===== src/rtl/paralelo_serial_pkg.sv =====
// Shared link characters, byte width and transmitter state type; also used by the receiver side for comma detection.
package paralelo_serial_pkg;

  localparam int BYTE_W = 8;

  localparam logic [BYTE_W-1:0] COMMA_CHAR = 8'hBC;
  localparam logic [BYTE_W-1:0] IDLE_CHAR  = 8'h7C;

  typedef enum logic {
    SYNC   = 1'b0,
    ACTIVE = 1'b1
  } tx_state_t;

endpackage


===== src/rtl/paralelo_serial_tx_shift_reg.sv =====
// Byte load/shift register, MSB first, with bit_idx counter and load-edge strobe.
// The first edge after reset shifts out the reset byte in place, so that byte lands on the same 8-edge grid as later loads.
module tx_shift_reg
  import paralelo_serial_pkg::*;
#(
  parameter logic [BYTE_W-1:0] RST_BYTE = COMMA_CHAR
) (
  input  logic              clk,
  input  logic              rst,
  input  logic [BYTE_W-1:0] next_byte,
  output logic              load_edge,
  output logic              data_out,
  output logic [2:0]        bit_idx
);

  logic [BYTE_W-1:0] sreg;
  logic              started;

  assign load_edge = started && (bit_idx == 3'd7);

  always_ff @(posedge clk or posedge rst) begin
    if (rst) begin
      sreg     <= RST_BYTE;
      started  <= 1'b0;
      data_out <= 1'b0;
      bit_idx  <= 3'd0;
    end else begin
      started <= 1'b1;
      if (load_edge) begin
        data_out <= next_byte[BYTE_W-1];
        sreg     <= {next_byte[BYTE_W-2:0], 1'b0};
        bit_idx  <= 3'd0;
      end else begin
        data_out <= sreg[BYTE_W-1];
        sreg     <= {sreg[BYTE_W-2:0], 1'b0};
        if (started) begin
          bit_idx <= bit_idx + 3'd1;
        end
      end
    end
  end

endmodule


===== src/rtl/paralelo_serial_tx.sv =====
// Serialiser: SYNC_COUNT commas after reset, then user bytes via ready/valid or IDLE filler, MSB first.
// Optional macro TX_RESYNC_EN adds a resync input that returns the link to SYNC at the next byte boundary.
module paralelo_serial_tx
  import paralelo_serial_pkg::*;
#(
  parameter logic [BYTE_W-1:0] COMMA      = COMMA_CHAR,
  parameter logic [BYTE_W-1:0] IDLE       = IDLE_CHAR,
  parameter int                SYNC_COUNT = 4
) (
  input  logic              clk_32f,
  input  logic              reset,
  input  logic [BYTE_W-1:0] data_in,
  input  logic              valid_in,
`ifdef TX_RESYNC_EN
  input  logic              resync,
`endif
  output logic              ready,
  output logic              data_out,
  output logic              active,
  output logic [2:0]        bit_idx
);

  localparam logic [3:0] SYNC_LAST = 4'(SYNC_COUNT - 1);

  tx_state_t         state, state_nxt;
  logic [3:0]        sync_cnt, sync_cnt_nxt;
  logic              pending, pending_nxt;
  logic              ready_nxt;
  logic              load_edge;
  logic              resync_req;
  logic [BYTE_W-1:0] next_byte;

`ifdef TX_RESYNC_EN
  assign resync_req = resync;
`else
  assign resync_req = 1'b0;
`endif

  tx_shift_reg #(
    .RST_BYTE (COMMA)
  ) u_shift (
    .clk       (clk_32f),
    .rst       (reset),
    .next_byte (next_byte),
    .load_edge (load_edge),
    .data_out  (data_out),
    .bit_idx   (bit_idx)
  );

  always_ff @(posedge clk_32f or posedge reset) begin
    if (reset) begin
      state    <= SYNC;
      sync_cnt <= 4'd0;
      pending  <= 1'b0;
      ready    <= 1'b0;
    end else begin
      state    <= state_nxt;
      sync_cnt <= sync_cnt_nxt;
      pending  <= pending_nxt;
      ready    <= ready_nxt;
    end
  end

  always_comb begin
    state_nxt    = state;
    sync_cnt_nxt = sync_cnt;
    pending_nxt  = pending;
    next_byte    = COMMA;

    if (state == ACTIVE && resync_req) begin
      pending_nxt = 1'b1;
    end

    if (load_edge) begin
      if (state == SYNC) begin
        if (sync_cnt == SYNC_LAST) begin
          state_nxt = ACTIVE;
          next_byte = (valid_in && ready) ? data_in : IDLE;
        end else begin
          sync_cnt_nxt = sync_cnt + 4'd1;
        end
      end else if (pending) begin
        // Current byte has finished; restart alignment with a fresh comma run.
        state_nxt    = SYNC;
        sync_cnt_nxt = 4'd0;
        pending_nxt  = 1'b0;
      end else begin
        next_byte = (valid_in && ready) ? data_in : IDLE;
      end
    end

    // Registered, so it is decided one edge early: high during the LSB cycle before a user-byte load.
    ready_nxt = (bit_idx == 3'd6) &&
                ((state == ACTIVE && !pending_nxt) ||
                 (state == SYNC && sync_cnt == SYNC_LAST));
  end

  assign active = (state == ACTIVE);

endmodule

===== config.mk =====
export PLATFORM = sky130hd
export DESIGN_NAME = paralelo_serial_tx
export DESIGN_NICKNAME = d
export VERILOG_FILES = /design/src/rtl/paralelo_serial_pkg.sv /design/src/rtl/paralelo_serial_tx_shift_reg.sv /design/src/rtl/paralelo_serial_tx.sv
export SDC_FILE = /design/constraint.sdc
export NUM_CORES = 1
export LEC_CHECK = 0
export CAP_MARGIN = 30
export CORE_MARGIN = 2
export CORE_UTILIZATION = 49
export DETAILED_ROUTE_END_ITERATION = 10
export PLACE_DENSITY = 0.79
export SYNTH_ARGS = -nofsm -noshare
export SYNTH_HDL_FRONTEND = slang
export SYNTH_SLANG_ARGS = --single-unit

===== constraint.sdc =====
create_clock -name clk_32f -period 1.7 [get_ports clk_32f]
set_input_delay 0.255 -clock clk_32f [delete_from_list [all_inputs] [get_ports clk_32f]]
set_output_delay 0.255 -clock clk_32f [all_outputs]
set_load 0.02 [all_outputs]

==> run summary, run 1 <==
Status -> finished clean
DRT Pass-1 Iters -> 4
Crit path kind -> reg2out
Fin area -> 0.00114 mm²
Area grow syn2layout -> 29.2%
# IOs -> 17
Shortest period the worst path allows -> 1.61 ns
Syn. warnings -> 0
Skew-Pair Late Insertion Delay -> 0.29 ns
Initial Util -> 0.517
TritonCTS clock tree -> done
CTS Hold Bufs -> 0
Worst path slowest cell -> clkdlybuf4s50_1
Worst-path maximum fanout -> 5
CP cell instances -> clkdlybuf4s50_1
Pwr dens -> 1290 mW/mm²
Final ANT Viol Nets -> 0
Crit path capture type -> output port
Area after DPL -> 0.00109 mm²
Fillers -> 134
Antenna violations before repair -> 0
Reg power frac -> 0.434
First-pass GRT wire length -> 3.10 mm
Root buf cell -> clkbuf_4
Final Hold Viols -> 0
Switch share -> 0.363
TritonCTS Buffers -> 3
CTS Buffer Depth -> 2
Slew Limit Fails -> 0
F_max -> 0.620 GHz
Die height -> 46.5 µm
Global route overflow -> 0
DR iter-0 viols -> 20
VDD IR max -> 0.727 mV
Largest net degree at the start of global routing -> 20
Worst EP required -> 1.44 ns
Clk sinks -> 19
Setup violators final -> 0
FF+latch count, synth -> 19
Area of the core -> 0.00171 mm²
Cell variety after synth -> 32
Worst path arrival time -> 1.36 ns
Pint -> 0.938 mW
Tot GR Track Use -> 0.207
Clock skew -> 0.00405 ns
Family with the most delay on the worst path -> buffers and inverters
Max-Cap Viols -> 0
Combinational Power Share -> 0.411
Max stage delay on crit path -> 0.63 ns
Layout Nets -> 120
Routed vias/inst -> 5.48
Synthesized cell area -> 883 µm²
Fin crit share -> 0.949
Syn Area/Cell -> 10.9 µm²
H-tree Lvls -> 1
Fraction of layout cells with a size suffix above 1 -> 0.192
Dpl hpwl -> 1.36 mm
Total wire length -> 1.87 mm
Synth Instances -> 81
I/O Buffers -> 16
Vias in the first global route -> 685
Sequential fraction of the synthesis area -> 0.545
WL per Instance -> 14.5 µm
Row cnt -> 15
WP buf/inv -> 1
CP Launch Type -> flop
Clock transition at path regs -> 0.11 ns
Antenna cells -> 0
Die Area -> 0.00216 mm²
Syn Nets -> 96
RSZ-0062 raised after global routing -> false
Switch Pwr -> 0.534 mW
Die width -> 46.5 µm
# DRC -> 0
Routed vias -> 707
Static leakage -> 0.477 nW
Clk pwr share -> 0.154
Placer Congestion -> 0.821
Final core occ -> 0.668
Sum Neg Setup Slack -> 0 ns
Tightest Hold Check Type -> in2async
## final timing paths
check	slack [ns]	from	cells past startpoint	end
worst max-delay path	0.09	ready	1	ready
worst min-delay path	0.27	reset	3	u_shift.bit_idx[1]
worst max register to register	0.10	sync_cnt[0]	4	u_shift.sreg[6]
worst min register to register	0.48	u_shift.sreg[6]	2	u_shift.sreg[7]
max in group asynchronous	1.17	reset	3	u_shift.sreg[7]
min in group clk_32f	0.48	u_shift.sreg[6]	2	u_shift.sreg[7]
## final cells by class
cell class	count	area [µm²]	share of cell area
Inverter	5	18.8	0.0164
Multi-Input combinational cell	54	375	0.329
Sequential cell	19	483	0.423
Clock inverter	1	5.00	0.00439
Clock buffer	3	22.5	0.0197
Tap cell	25	31.3	0.0274
Timing Repair Buffer	22	205	0.180
## registers in the layout, indices dropped and copies added, names as in the netlist
name              cells
u_shift.sreg          7
sync_cnt              4
u_shift.bit_idx       3
active                1
pending               1
ready                 1
u_shift.data_out      1
u_shift.started       1
## per-layer routing
layer,vias up,part of all wire,track usage
li1,345,-,-
met1,345,0.45,0.275
met2,15,0.52,0.342
met3,2,0.028,0.0353
met4,0,0.0059,0.0686
met5,-,0,0
## kinds of logic after synthesis
kind of cell | synth area share
adders and majority gates | 0.0567
buffers and inverters | 0.0368
muxes | 0.0113
AOI/OAI and AO/OA | 0.190
other | 0.00425
and+or+nand+nor | 0.156
DFF | 0.545
## cell usage after synthesis, drive strengths merged
master | instances | share of area
nor2 | 2 | 0.0085
inv | 5 | 0.021
o21ai | 9 | 0.051
dfrtp | 14 | 0.40
and2 | 1 | 0.0071
o211ai | 1 | 0.0085
o2111a | 1 | 0.013
nand2 | 6 | 0.025
dfstp | 5 | 0.15
nand4 | 1 | 0.0071
buf | 2 | 0.011
or3 | 1 | 0.0071
nor3b | 2 | 0.030
conb | 1 | 0.0042
nand3 | 7 | 0.040
a21oi | 3 | 0.021
a31oi | 1 | 0.0071
mux2i | 1 | 0.011
o311ai | 1 | 0.0099
nor2b | 1 | 0.0071
clkbuf | 1 | 0.0042
ha | 4 | 0.057
and3 | 1 | 0.0071
o22ai | 1 | 0.0071
a21boi | 1 | 0.0085
nand2b | 1 | 0.0071
o32a | 4 | 0.045
nand4b | 1 | 0.0099
o31ai | 1 | 0.0085
o22a | 1 | 0.0099
## per-stage QoR
| stage | power [mW] | hold slack (ns) | setup WS, ns | cells |
|---|---|---|---|---|
| 2_1_floorplan | 0.983 | 0.202 | 0.0834 | 81 |
| 3_3_place_gp | 1.20 | 0.439 | 0.107 | 123 |
| 3_5_place_dp | 1.23 | 0.458 | 0.0353 | 123 |
| 4_1_cts | 1.46 | 0.279 | 0.0220 | 127 |
| 5_1_grt | 1.57 | 0.324 | 0.0312 | 129 |
| 6_report | 1.47 | 0.268 | 0.0866 | 129 |
## repair_timing
item,in CTS,in global routing
resized for setup,0,5
setup buffers,0,2
setup endpoints to repair,0,6
## power groups by stage
stage | logic (mW) | registers (mW) | clock network [mW]
CTS | 0.591 | 0.638 | 0.228
global placement | 0.566 | 0.637 | 0
detailed placement | 0.588 | 0.646 | 0
global route | 0.669 | 0.655 | 0.249
floorplan | 0.277 | 0.706 | 0
finish | 0.606 | 0.639 | 0.227
## layout by cell type (no fill, tap or decap), types with 2 or more instances in the layout
cell type / n
nand2_1: 6
clkdlybuf4s50_1: 16
nand3_1: 6
o21ai_0: 8
ha_1: 4
o32a_1: 4
buf_4: 6
nor2_1: 2
clkbuf_4: 3
a21oi_1: 2
dfstp_2: 5
inv_1: 5
dfrtp_1: 13
Note: power is estimated with default switching activity, not from simulation.
==> run 2, diff against run 1 <==
--- a/config.mk
+++ b/config.mk
@@ -10,6 +10,7 @@
 export CORE_UTILIZATION = 49
 export DETAILED_ROUTE_END_ITERATION = 10
 export PLACE_DENSITY = 0.79
+export SETUP_SLACK_MARGIN = 0.05
 export SYNTH_ARGS = -nofsm -noshare
 export SYNTH_HDL_FRONTEND = slang
 export SYNTH_SLANG_ARGS = --single-unit
==> run summary, run 2 (synthesis gave the netlist of run 1 again) <==
H-tree Lvls -> 1 (unchanged)
Area of the core -> 0.00171 mm² (unchanged)
Crit path capture -> ready
Routed vias -> 723 (+2.3%)
Static leakage -> 0.490 nW (+2.7%)
Clock transition at path regs -> 0.11 ns (about the same)
CTS Hold Bufs -> 0 (unchanged)
Root buf cell -> clkbuf_4
Die Area -> 0.00216 mm² (unchanged)
Area grow syn2layout -> 29.3%
Antenna cells -> 0 (unchanged)
Vias in the first global route -> 685 (unchanged)
Total wire length -> 1.86 mm (-0.48%)
Status -> finished clean
# IOs -> 17 (unchanged)
WL per Instance -> 14.4 µm (-0.48%)
Most common cell after layout, fill and taps aside -> clkdlybuf4s50_1
Family with the most delay on the worst path -> buffers and inverters
WP buf/inv -> 1 (unchanged)
CP Launch Type -> flop
First-pass GRT wire length -> 3.11 mm (+0.23%)
RSZ-0062 raised after global routing -> true
Tightest Hold Check Type -> in2async
Switch share -> 0.363 (+0.000737)
Fraction of layout cells with a size suffix above 1 -> 0.183 (-0.00962)
Skew-Pair Late Insertion Delay -> 0.29 ns (about the same)
Reg-to-Reg Start -> sync_cnt[0]
VDD IR max -> 0.726 mV (-0.11%)
Fin crit share -> 0.950 (+0.00138)
Switch Pwr -> 0.534 mW (about the same)
Clk sinks -> 19 (unchanged)
CP cell instances -> clkdlybuf4s50_1
Layout Nets -> 120 (unchanged)
DR iter-0 viols -> 18 (-10%)
Combinational Power Share -> 0.411 (about the same)
Die height -> 46.5 µm (unchanged)
Largest Register -> u_shift.sreg
Clk pwr share -> 0.154 (about the same)
Worst EP required -> 1.44 ns (about the same)
Number of cells on the critical path -> 1 (unchanged)
Worst path slowest cell -> clkdlybuf4s50_1
CTS Buffer Depth -> 2 (unchanged)
Max stage delay on crit path -> 0.63 ns (about the same)
Antenna violations before repair -> 0 (unchanged)
Final Hold Viols -> 0 (unchanged)
Max-Cap Viols -> 0 (unchanged)
I/O Buffers -> 16 (unchanged)
Slew Limit Fails -> 0 (unchanged)
Sum Neg Setup Slack -> 0 ns (unchanged)
Fillers -> 132 (-1.5%)
F_max -> 0.619 GHz (-0.15%)
Reg power frac -> 0.434 (about the same)
Row cnt -> 15 (unchanged)
Crit. Startpoint -> ready
Initial Util -> 0.517 (unchanged)
Pint -> 0.936 mW (-0.27%)
Max FFs per register -> 7 (unchanged)
Crit path kind -> reg2out
DRT Pass-1 Iters -> 4 (unchanged)
Crit path capture type -> output port
DP Cell Count -> 123 (unchanged)
RR Endpoint -> u_shift.sreg[6]
Setup violators final -> 0 (unchanged)
Shortest period the worst path allows -> 1.62 ns (+0.00235 ns)
Non-filler cells, final -> 129 (unchanged)
Worst-path maximum fanout -> 5 (unchanged)
Global route overflow -> 0 (unchanged)
Final core occ -> 0.669 (+0.000732)
TritonCTS Buffers -> 3 (unchanged)
Die width -> 46.5 µm (unchanged)
Routed vias/inst -> 5.60 (+2.3%)
Pwr dens -> 1290 mW/mm² (-0.26%)
# DRC -> 0 (unchanged)
Clock skew -> 0.00334 ns (-0.000711 ns)
Seq. cell area -> 482 µm² (-0.26%)
Most frequent cells in the layout -> 15 x clkdlybuf4s50_1, 14 x dfrtp_1, 8 x o21ai_0
Placer Congestion -> 0.821 (unchanged)
Final ANT Viol Nets -> 0 (unchanged)
R2R setup slack -> 0.11 ns (about the same)
Worst path arrival time -> 1.36 ns (about the same)
TritonCTS clock tree -> done
Largest net degree at the start of global routing -> 20 (unchanged)
Dpl hpwl -> 1.36 mm (unchanged)
Tot GR Track Use -> 0.207 (about the same)
Area of the multi-input gates -> 375 µm² (unchanged)
Largest registers -> u_shift.sreg x7, sync_cnt x4, u_shift.bit_idx x3
Worst r2r path cells -> 4 (unchanged)
[run 2: cell types whose count changed in the layout (fill, tap and decap cells not counted), sizes merged]
cell | before | now
clkdlybuf4s50 | 16 | 15
dlymetal6s2s | 0 | 1
[run 2: worst min-delay path by stage]
stage	endpoint	start	slack, ns	cells past startpoint
finish	u_shift.bit_idx[1]	reset	0.27	3
global route	u_shift.started	reset	0.32	3
CTS	u_shift.sreg[1]	reset	0.28	3
detailed placement	u_shift.sreg[7]	u_shift.sreg[6]	0.46	2
global placement	u_shift.sreg[7]	u_shift.sreg[6]	0.44	2
floorplan	active	reset	0.20	1
[run 2: power by group through the flow]
stage	combinational, mW	sequential (mW)	clock [mW]
2_1_floorplan	0.277	0.706	0
3_3_place_gp	0.566	0.637	0
3_5_place_dp	0.588	0.646	0
4_1_cts	0.603	0.638	0.228
5_1_grt	0.668	0.654	0.249
6_report	0.605	0.638	0.227
[run 2: timing repair]
action                                  CTS  global route
cloned                                    0             0
buffers inserted                          2             0
resized for setup                         0             5
endpoints found under the setup margin    1             9
[run 2: per-layer routing]
layer | track usage | vias to the layer above | share of wire | wire, µm
met3 | 0.0353 | 2 | 0.043 | 80
met2 | 0.342 | 26 | 0.53 | 979
met1 | 0.275 | 349 | 0.42 | 786
met5 | 0 | - | 0 | 0
met4 | 0.0686 | 0 | 0.0059 | 11
li1 | - | 346 | - | -
[run 2: cell type report]
cell class                      count  area share
Clock buffer                        3      0.0197
Sequential cell                    19       0.422
Clock inverter                      1     0.00438
Inverter                            5      0.0164
Multi-Input combinational cell     54       0.329
Tap cell                           25      0.0274
Timing Repair Buffer               22       0.182
[run 2: per-stage QoR]
stage | power [mW] | cell area, µm² | hold slack, ns | setup WS (ns)
6_report | 1.47 | 1140 | 0.268 | 0.0843
5_1_grt | 1.57 | 1140 | 0.324 | 0.0312
4_1_cts | 1.47 | 1130 | 0.279 | 0.0744
3_5_place_dp | 1.23 | 1090 | 0.458 | 0.0353
3_3_place_gp | 1.20 | 1090 | 0.439 | 0.107
2_1_floorplan | 0.983 | 883 | 0.202 | 0.0834
